File: config.mk
export PLATFORM = sky130hd
export DESIGN_NAME = hcsr04_echo_emulator
export DESIGN_NICKNAME = d
export VERILOG_FILES = /design/src/rtl/hcsr04_echo_emulator.sv
export SDC_FILE = /design/constraint.sdc
export NUM_CORES = 1
export LEC_CHECK = 0
export ABC_AREA = 1
export ABC_CLOCK_PERIOD_IN_PS = 2800
export CAP_MARGIN = 10
export CELL_PAD_IN_SITES_DETAIL_PLACEMENT = 1
export CELL_PAD_IN_SITES_GLOBAL_PLACEMENT = 1
export CORE_MARGIN = 1.5
export CORE_UTILIZATION = 40
export CTS_BUF_LIST = sky130_fd_sc_hd__clkbuf_8 sky130_fd_sc_hd__clkbuf_16
export CTS_CLUSTER_SIZE = 20
export DETAILED_ROUTE_END_ITERATION = 12
export GPL_TIMING_DRIVEN = 0
export PLACE_DENSITY = 0.77
export SLEW_MARGIN = 20
export SYNTH_ARGS = -nofsm -noshare
export SYNTH_HDL_FRONTEND = slang
export SYNTH_SLANG_ARGS = --single-unit
export TNS_END_PERCENT = 5
File: constraint.sdc
create_clock -name clk -period 2.8 [get_ports clk]
set_input_delay 0.42 -clock clk [delete_from_list [all_inputs] [get_ports clk]]
set_output_delay 0.42 -clock clk [all_outputs]
set_load 0.02 [all_outputs]
File: src/rtl/hcsr04_echo_emulator.sv
// HC-SR04 ultrasonic sensor stand-in.
// A valid trigger pulse is answered, after a fixed burst delay, by an echo
// pulse whose width in ticks encodes the programmed target distance. A quiet
// holdoff window follows each echo before the next ping is accepted.
module hcsr04_echo_emulator #(
    parameter int unsigned TRIG_MIN       = 1,
    parameter int unsigned BURST_CYCLES   = 20,
    parameter int unsigned TIMEOUT_CYCLES = 3800,
    parameter int unsigned HOLDOFF_CYCLES = 1000
) (
    input  logic        clk,
    input  logic        rst,
    input  logic        trigger,
    input  logic        enable,
    input  logic        obj_present,
    input  logic [11:0] echo_width,
    output logic        echo,
    output logic        busy,
    output logic        trig_err,
    output logic [7:0]  ping_count,
    output logic [2:0]  PS
);

    localparam logic [2:0] IDLE    = 3'd0;
    localparam logic [2:0] TRIG    = 3'd1;
    localparam logic [2:0] BURST   = 3'd2;
    localparam logic [2:0] ECHO    = 3'd3;
    localparam logic [2:0] HOLDOFF = 3'd4;

    localparam logic [15:0] TRIG_MIN_C   = 16'(TRIG_MIN);
    localparam logic [15:0] BURST_LAST   = 16'(BURST_CYCLES - 1);
    localparam logic [15:0] TIMEOUT_C    = 16'(TIMEOUT_CYCLES);
    localparam logic [15:0] HOLDOFF_LAST = 16'(HOLDOFF_CYCLES - 1);

    logic        trig_d;
    logic        trig_rise;
    logic [15:0] cnt;
    logic [15:0] w_lat;
    logic [15:0] w_sel;
    logic [15:0] w_clamped;

    assign trig_rise = trigger & ~trig_d;
    assign busy      = (PS != IDLE);

    // Delay the trigger by one tick so a held-high trigger is not a new ping.
    always_ff @(posedge clk or posedge rst) begin
        if (rst) begin
            trig_d <= 1'b0;
        end else begin
            trig_d <= trigger;
        end
    end

    // Pick the echo width for the next ping and keep it within [1, timeout].
    always_comb begin
        w_sel = obj_present ? {4'd0, echo_width} : TIMEOUT_C;
        if (w_sel == 16'd0) begin
            w_clamped = 16'd1;
        end else if (w_sel > TIMEOUT_C) begin
            w_clamped = TIMEOUT_C;
        end else begin
            w_clamped = w_sel;
        end
    end

    // Ping sequencer: trigger qualification, burst delay, echo, holdoff.
    always_ff @(posedge clk or posedge rst) begin
        if (rst) begin
            PS         <= IDLE;
            echo       <= 1'b0;
            trig_err   <= 1'b0;
            ping_count <= 8'd0;
            cnt        <= 16'd0;
            w_lat      <= 16'd0;
        end else begin
            trig_err <= 1'b0;
            if (!enable) begin
                PS   <= IDLE;
                echo <= 1'b0;
                cnt  <= 16'd0;
            end else begin
                case (PS)
                    IDLE: begin
                        if (trig_rise) begin
                            PS  <= TRIG;
                            cnt <= 16'd1;
                        end
                    end
                    TRIG: begin
                        if (trigger) begin
                            if (cnt != 16'hFFFF) begin
                                cnt <= cnt + 16'd1;
                            end
                        end else if (cnt >= TRIG_MIN_C) begin
                            PS         <= BURST;
                            cnt        <= 16'd0;
                            ping_count <= ping_count + 8'd1;
                            w_lat      <= w_clamped;
                        end else begin
                            trig_err <= 1'b1;
                            PS       <= IDLE;
                            cnt      <= 16'd0;
                        end
                    end
                    BURST: begin
                        if (cnt == BURST_LAST) begin
                            PS   <= ECHO;
                            cnt  <= 16'd0;
                            echo <= 1'b1;
                        end else begin
                            cnt <= cnt + 16'd1;
                        end
                    end
                    ECHO: begin
                        if (cnt == w_lat - 16'd1) begin
                            PS   <= HOLDOFF;
                            cnt  <= 16'd0;
                            echo <= 1'b0;
                        end else begin
                            cnt <= cnt + 16'd1;
                        end
                    end
                    HOLDOFF: begin
                        if (cnt == HOLDOFF_LAST) begin
                            PS  <= IDLE;
                            cnt <= 16'd0;
                        end else begin
                            cnt <= cnt + 16'd1;
                        end
                    end
                    default: begin
                        PS   <= IDLE;
                        echo <= 1'b0;
                        cnt  <= 16'd0;
                    end
                endcase
            end
        end
    end

endmodule

Word-level counts from Yosys, hierarchy flattened:

Cells that the tools add are included.
W data, S select, Z words.

* bits in registers: 46
* bits of input ports: 17
* word-level logic and storage cells: 65

* add/sub/neg operators: 3
* order comparisons: 2
* equal/unequal tests: 15
* mux-type cells: 27
* bitwise gates (word level): 3
* reductions and logical operators: 8

Operators with widths (number)
* $mux W16: 7
* $pmux W16 S5: 1
* $mux W12: 3
* $mux W3: 6
* $add A16 B1 Y16 const B: 1
* $eq A16 B10 Y1 const B: 1
* $eq A16 B16 Y1: 1
* $eq A16 B5 Y1 const B: 1
* $ge A16 B1 Y1 const B: 1
* $logic_not A16 Y1: 1
* $ne A16 B16 Y1 const B: 1
* $sub A16 B1 Y16 const B: 1
* $ne A3 B3 Y1 const B: 5
* $pmux W3 S5: 1
* $gt A12 B12 Y1 const B: 1
* $add A8 B1 Y8 const B: 1
* $mux W1: 7
* $eq A3 B2 Y1 const B: 2
* $reduce_and A5 Y1: 1
* $ne A4 B4 Y1 const B: 1
* $reduce_and A4 Y1: 1
* $eq A3 B1 Y1 const B: 1
* $eq A3 B3 Y1 const B: 1
* $logic_not A3 Y1: 1
* other kinds (9): 10

Depth between registers and ports, before layout:

Gate-level depths: netlist (run 1).

* word-level depth: 5
* depth in mapped cells: 18
* depth with buffers taken out: 17

Worst setup path after synthesis (run 1):

No wires, ideal clock.

* kind: reg-to-reg
* from: register w_lat[0]
* to: register cnt[14]
* arrival: 1897 ps
* required time: 2683 ps
* slack: 786 ps
* cell stages (with the launch flop): 17
* period minus slack after synthesis: 2014 ps
* cell sequence: dfrtp_1 inv_1 ha_1 nand2_2 nor2_4 nand2_2 nand2_2 nand3_1 nor2_1 nand2_1 nor2_1 nand2_1 nand2_2 nand3_4 buf_6 nand3_2 nand2_1

* word-level cells in the longest chain between the ends: 5

RTL lines
* from (decl): line 38 `logic [15:0] w_lat;`
* from (signal assigned): line 98 `w_lat <= w_clamped;`
* $sub A16 B1 Y16: line 115 `if (cnt == w_lat - 16'd1) begin`
* $eq A16 B16 Y1: line 115
* $mux W16: line 115
* $pmux W16 S5: line 82 `case (PS)`
* $mux W16: line 77 `if (!enable) begin`
* to (signal assigned): line 92 `cnt <= cnt + 16'd1;`
* to (signal assigned): line 111 `cnt <= cnt + 16'd1;`
* to (signal assigned): line 120 `cnt <= cnt + 16'd1;`
* to (decl): line 37 `logic [15:0] cnt;`

Every way passes these cells.
A chain may end at the register's enable or synchronous reset.

Worst setup path after layout (run 1):

* from: register w_lat[0]
* to: register cnt[0]

The elaborated chain is that of the path after synthesis.

==> results.json, run 1 <==
{
  "ff2ff_setup_slack_ns": 0.29,
  "cts_buffers": 5,
  "rows": 32,
  "die_w_um": 93.5,
  "worstSetupEndpointType": "flop",
  "avgSynthCellArea_um2": 6.79,
  "wl_per_cell_um": 15.1,
  "ff2ff_path_depth": 18,
  "worstSetupPathType": "flop to flop",
  "design_area_um2": 3830,
  "drv_slew": 0,
  "tns_ns": 0,
  "pre_cts_slack_ns": 0.319,
  "portBuffers": 28,
  "maxCapViolCount": 0,
  "hold_class": "input pin to asynchronous set/reset pin",
  "worst_setup_hold_path_clk_slew_ns": 0.09,
  "post-route-util_pct": 48.8,
  "antenna_found_initial": 0,
  "grt_setup_unrepaired": "false",
  "grt_usage_pct": 24.0,
  "critical_path.endpoint": "cnt[0]",
  "start_util_pct": 41.8,
  "p_leak_nw": 1.96,
  "root_buffer": "clkbuf_8",
  "finalWirelength_um": 9360,
  "ant_nets": 0,
  "postCtsHoldBufs": 0,
  "grt_pass1_wl_um": 16700,
  "crit_arrival_ns": 2.70,
  "core_um2": 7850,
  "startpoint_type": "flop",
  "clk_latency_ns": 0.31,
  "cts.sinks": 42,
  "diodes": 0,
  "synth_top_area_cell": "dfrtp_1",
  "dpl.hpwl_um": 7400,
  "critPathLaunch": "w_lat[0]",
  "dp.cells": 614,
  "tightest_slew_ns": 0.575,
  "drt-vias-per-instance": 5.10,
  "yosysTopAreaCellShare_pct": 32.0,
  "place_area_um2": 3710,
  "die_h_um": 93.5,
  "ir_drop_mv": 0.369,
  "synth_nets": 505,
  "drc": 0,
  "crit-reg2reg-launch": "w_lat[0]",
  "skew_ns": 0.00959,
  "die_area_um2": 8750,
  "relSlewSlack_pct": 61.6,
  "setup_ws_ns": 0.291,
  "whs_ns": 0.483,
  "cts_tree": "done",
  "layout_common_cells": "nand2_1, inv_1, nand3_1, nor2_1, dfrtp_1",
  "yosysSeqAreaShare_pct": 32.0,
  "r2r-end": "cnt[0]",
  "cts_resized": 0,
  "grt_overflow": 0,
  "areaGrowthSynthToFinish_pct": 16.7,
  "drive_above_1_share_pct": 11.5,
  "layout.nets": 541,
  "syn_inst": 483,
  "total_power_mw": 3.01,
  "postCtsSetupBuffers": 0,
  "mostFrequentLayoutCell": "nand2_1",
  "dr.pass1.iters": 4,
  "dr_total_vias": 3172,
  "setup_violations": 0,
  "period_share_pct": 89.6,
  "grt_max_degree": 24,
  "p_per_area_nw_per_um2": 787,
  "ys_seq_elements": 42,
  "status": "finished, final reports clean",
  "cp_max_fo": 10,
  "finalCriticalPeriod_ns": 2.51,
  "ys_types": 37,
  "drt_iter0_drc": 148,
  "io_pins": 31,
  "synth.cell_area_um2": 3280,
  "grt_pass1_vias": 3421,
  "synth.area.top_cells": "dfrtp_1, nand2_1, inv_1",
  "finalNonFillerCells": 622,
  "finalHoldViolCount": 0,
  "required_ns": 2.99,
  "max_freq_ghz": 0.399,
  "h-tree-depth": 2,
  "yosys_warnings": 0,
  "place_congestion": 0.859,
  "clockBufferDepth": 2
}
[synth_stat cells (all sizes together)]
cell type / number
and2: 1
nand3: 59
ha: 5
nor4: 2
nand4: 18
nor3: 15
or2: 2
inv: 70
clkbuf: 3
dfrtp: 42
buf: 9
o31ai: 1
nand2: 148
o211ai: 2
o311ai: 1
o21ai: 19
a21o: 1
o22ai: 1
nor2: 54
nand3b: 2
xor2: 16
a21oi: 6
xnor2: 6
[registers in the layout, indices dropped and copies added (netlist names)]
name        cells
cnt            16
w_lat          12
ping_count      8
PS              3
echo            1
trig_d          1
trig_err        1
[critical path, stage by stage, from the launching register on]
cell	delay (ns)
dfrtp_1	0.38
inv_1	0.22
ha_1	0.33
inv_1	0.07
nand2_1	0.09
nand2_1	0.06
nand2_1	0.06
nand2_1	0.07
nor2_1	0.09
nand2_1	0.05
nor2_1	0.11
nand3b_1	0.09
nor2_1	0.09
nand2_1	0.12
nand2_2	0.10
nand3_4	0.11
buf_6	0.19
nand3_2	0.06
nand2_1	0.09
[power by group]
group	switching (mW)	internal [mW]	total, mW
clock	0.241	0.266	0.507
combinational	1.02	0.570	1.59
sequential	0.172	0.746	0.918
total	1.43	1.58	3.01
[logic make-up after synthesis]
group | after synthesis | synth area share (%)
AO/OA/AOI/OAI | 31 | 5.30
XOR/XNOR | 22 | 5.88
adder cells (fa/ha/maj) | 5 | 1.91
buffers and inverters | 82 | 10.2
flip-flops | 42 | 32.0
AND/OR/NAND/NOR | 301 | 44.7
[routing by layer]
metal / part of all wire [%] / GRT usage (%) / vias up
met3: 2.6 / 3.82 / 8
met4: 0.97 / 5.10 / 0
met2: 48 / 41.2 / 31
met5: 0 / 0 / -
li1: - / - / 1613
met1: 48 / 31.7 / 1520
[worst min path at each step]
stage                        startpoint             to  slack [ns]  cells after the start
after global routing                rst         cnt[0]        0.51                      2
after CTS                 ping_count[7]  ping_count[7]        0.49                      1
after global placement             echo           echo        0.46                      2
final                               rst         cnt[0]        0.48                      2
after detailed placement  ping_count[7]  ping_count[7]        0.47                      1
after floorplan                 trigger         trig_d        0.45                      0
[layout make-up]
cell class	instances	area, µm²
Tap cell	102	128
Inverter	70	263
Sequential cell	42	1050
Clock buffer	5	68.8
Clock inverter	3	45.0
Buffer	12	71.3
Fill cell	1049	4020
Multi-Input combinational cell	359	1890
Timing Repair Buffer	29	308
Note: power is estimated with default switching activity, not from simulation.
==> run 2: changes to the inputs <==
--- a/config.mk
+++ b/config.mk
@@ -10,12 +10,12 @@
 export CAP_MARGIN = 10
 export CELL_PAD_IN_SITES_DETAIL_PLACEMENT = 1
 export CELL_PAD_IN_SITES_GLOBAL_PLACEMENT = 1
-export CORE_MARGIN = 1.5
+export CORE_MARGIN = 2
 export CORE_UTILIZATION = 40
 export CTS_BUF_LIST = sky130_fd_sc_hd__clkbuf_8 sky130_fd_sc_hd__clkbuf_16
 export CTS_CLUSTER_SIZE = 20
 export DETAILED_ROUTE_END_ITERATION = 12
-export GPL_TIMING_DRIVEN = 0
+export GPL_TIMING_DRIVEN = 1
 export PLACE_DENSITY = 0.77
 export SLEW_MARGIN = 20
 export SYNTH_ARGS = -nofsm -noshare
==> run 2 against run 1 <==
Core utilization down 2.0 points. Final cell count fell by 0.48%. Combinational power shrank 3%. Non-clock buffer count decreased by 6. Setup slack improved by 0.064 ns. Worst hold slack worse by 0.0096 ns. Routed wire length down 2.6%. Power is 1.7% lower. Critical path depth decreased by 1. Clock skew down 0.0059 ns. Critical endpoint is now cnt[4]. Largest cell class unchanged. Highest routed layer unchanged.
==> results.json, run 2 (synthesis results as in run 1) <==
{
  "status": "finished, final reports clean",
  "root_buffer": "clkbuf_8",
  "ir_drop_mv": 0.390,
  "grt_usage_pct": 22.5,
  "path_buf_inv": 2,
  "n_fill_cell": 1081,
  "skew_ns": 0.00366,
  "grt_setup_unrepaired": "false",
  "design_area_um2": 3790,
  "ant_nets": 0,
  "drv_slew": 0,
  "die_w_um": 94.5,
  "p_leak_nw": 1.93,
  "clockBufferDepth": 2,
  "tightest_slew_ns": 0.794,
  "grt_pass1_wl_um": 15900,
  "h-tree-depth": 2,
  "place_congestion": 0.833,
  "maxCapViolCount": 0,
  "grt_max_degree": 23,
  "finalWirelength_um": 9120,
  "postCtsHoldBufs": 0,
  "startpoint_type": "flop",
  "start_util_pct": 40.5,
  "cts_resized": 0,
  "finalCriticalPeriod_ns": 2.45,
  "crit_arrival_ns": 2.64,
  "wl_per_cell_um": 14.7,
  "critical-path-slowest-cell": "dfrtp_1",
  "required_ns": 3.00,
  "portBuffers": 30,
  "path_cells": "inv_1 -> ha_1 -> inv_1 -> nand2_1 -> nand2_1 -> nand2_1 -> nand2_1 -> nor2_1 -> nand2_1 -> nor2_1 -> nand3b_1 -> nor2_1 -> nand2_1 -> nand2_2 -> nand3_4 -> nand3_1 -> nand2_1",
  "reg_top3": "cnt (16), w_lat (12), ping_count (8)",
  "io_pins": 31,
  "relSlewSlack_pct": 46.7,
  "drt_iter0_drc": 140,
  "cts.sinks": 42,
  "drive_above_1_share_pct": 10.5,
  "period_share_pct": 87.3,
  "ff2ff_path_depth": 17,
  "r2r-end": "cnt[4]",
  "grt_overflow": 0,
  "mostFrequentLayoutCell": "nand2_1",
  "drt-vias-per-instance": 5.18,
  "post-route-util_pct": 46.8,
  "dp.cells": 611,
  "clk_latency_ns": 0.30,
  "cts_buffers": 5,
  "rows": 33,
  "worstSetupEndpointType": "flop",
  "die_area_um2": 8940,
  "die_h_um": 94.5,
  "largest_reg_flops": 16,
  "hold_class": "input pin to asynchronous set/reset pin",
  "dr.pass1.iters": 4,
  "crit-reg2reg-launch": "w_lat[0]",
  "diodes": 0,
  "p_per_area_nw_per_um2": 783,
  "areaGrowthSynthToFinish_pct": 15.5,
  "layout.nets": 535,
  "top_register": "cnt",
  "crit_top_cell": "nand2_1",
  "tns_ns": 0,
  "max_freq_ghz": 0.409,
  "ff2ff_setup_slack_ns": 0.35,
  "postCtsSetupBuffers": 0,
  "core_um2": 8090,
  "dr_total_vias": 3204,
  "antenna_found_initial": 0,
  "path_delay_family": "simple AND/OR/NAND/NOR gates",
  "dpl.hpwl_um": 7320,
  "layout_common_cells": "nand2_1, inv_1, nand3_1, nor2_1, dfrtp_1",
  "slowest_delay_ns": 0.40,
  "worstSetupPathType": "flop to flop",
  "finalNonFillerCells": 619,
  "finalHoldViolCount": 0,
  "grt_pass1_vias": 3355,
  "worst_setup_hold_path_clk_slew_ns": 0.09,
  "cp_max_fo": 16,
  "place_area_um2": 3680,
  "drc": 0,
  "setup_violations": 0,
  "cts_tree": "done"
}
## run 2: worst reg2reg max path, delay by kind of cell (launching register included)
family,cells,cell delay [ns]
flops,1,0.40
fa+ha+maj,1,0.31
buf+inv,2,0.28
simple gates,14,1.36
## run 2: worst max-delay path by stage
stage | from | end | cells after the start
floorplan | w_lat[0] | cnt[14] | 16
global placement | w_lat[0] | cnt[7] | 17
detailed placement | w_lat[0] | cnt[4] | 17
CTS | w_lat[0] | cnt[4] | 17
global route | w_lat[0] | cnt[4] | 17
finish | w_lat[0] | cnt[4] | 17
## run 2: cell type report
type / instances / area (µm²) / area share [%]
Inverter: 70 / 263 / 6.94
Sequential cell: 42 / 1050 / 27.8
Timing Repair Buffer: 35 / 338 / 8.92
Tap cell: 105 / 131 / 3.47
Multi-Input combinational cell: 359 / 1890 / 50.0
Clock buffer: 5 / 68.8 / 1.82
Clock inverter: 3 / 40.0 / 1.06
## run 2: report_power, final
part | switching (mW) | internal, mW
combinational | 0.996 | 0.545
clock | 0.227 | 0.263
sequential | 0.186 | 0.746
total | 1.41 | 1.55
## run 2: per-stage QoR
stage | hold WS [ns] | worst slack, ns | total power, mW
after floorplan | 0.451 | 0.786 | 2.06
after global placement | 0.460 | 0.384 | 2.44
after detailed placement | 0.465 | 0.359 | 2.50
after CTS | 0.490 | 0.327 | 3.00
after global routing | 0.508 | 0.0538 | 3.24
final | 0.474 | 0.354 | 2.96
## run 2: metal layers
layer | wire (µm) | up-vias | GRT usage (%)
met1 | 4270 | 1566 | 28.9
met3 | 201 | 10 | 3.11
met4 | 95 | 0 | 5.43
met2 | 4560 | 33 | 39.9
met5 | 0 | - | 0
li1 | - | 1595 | -
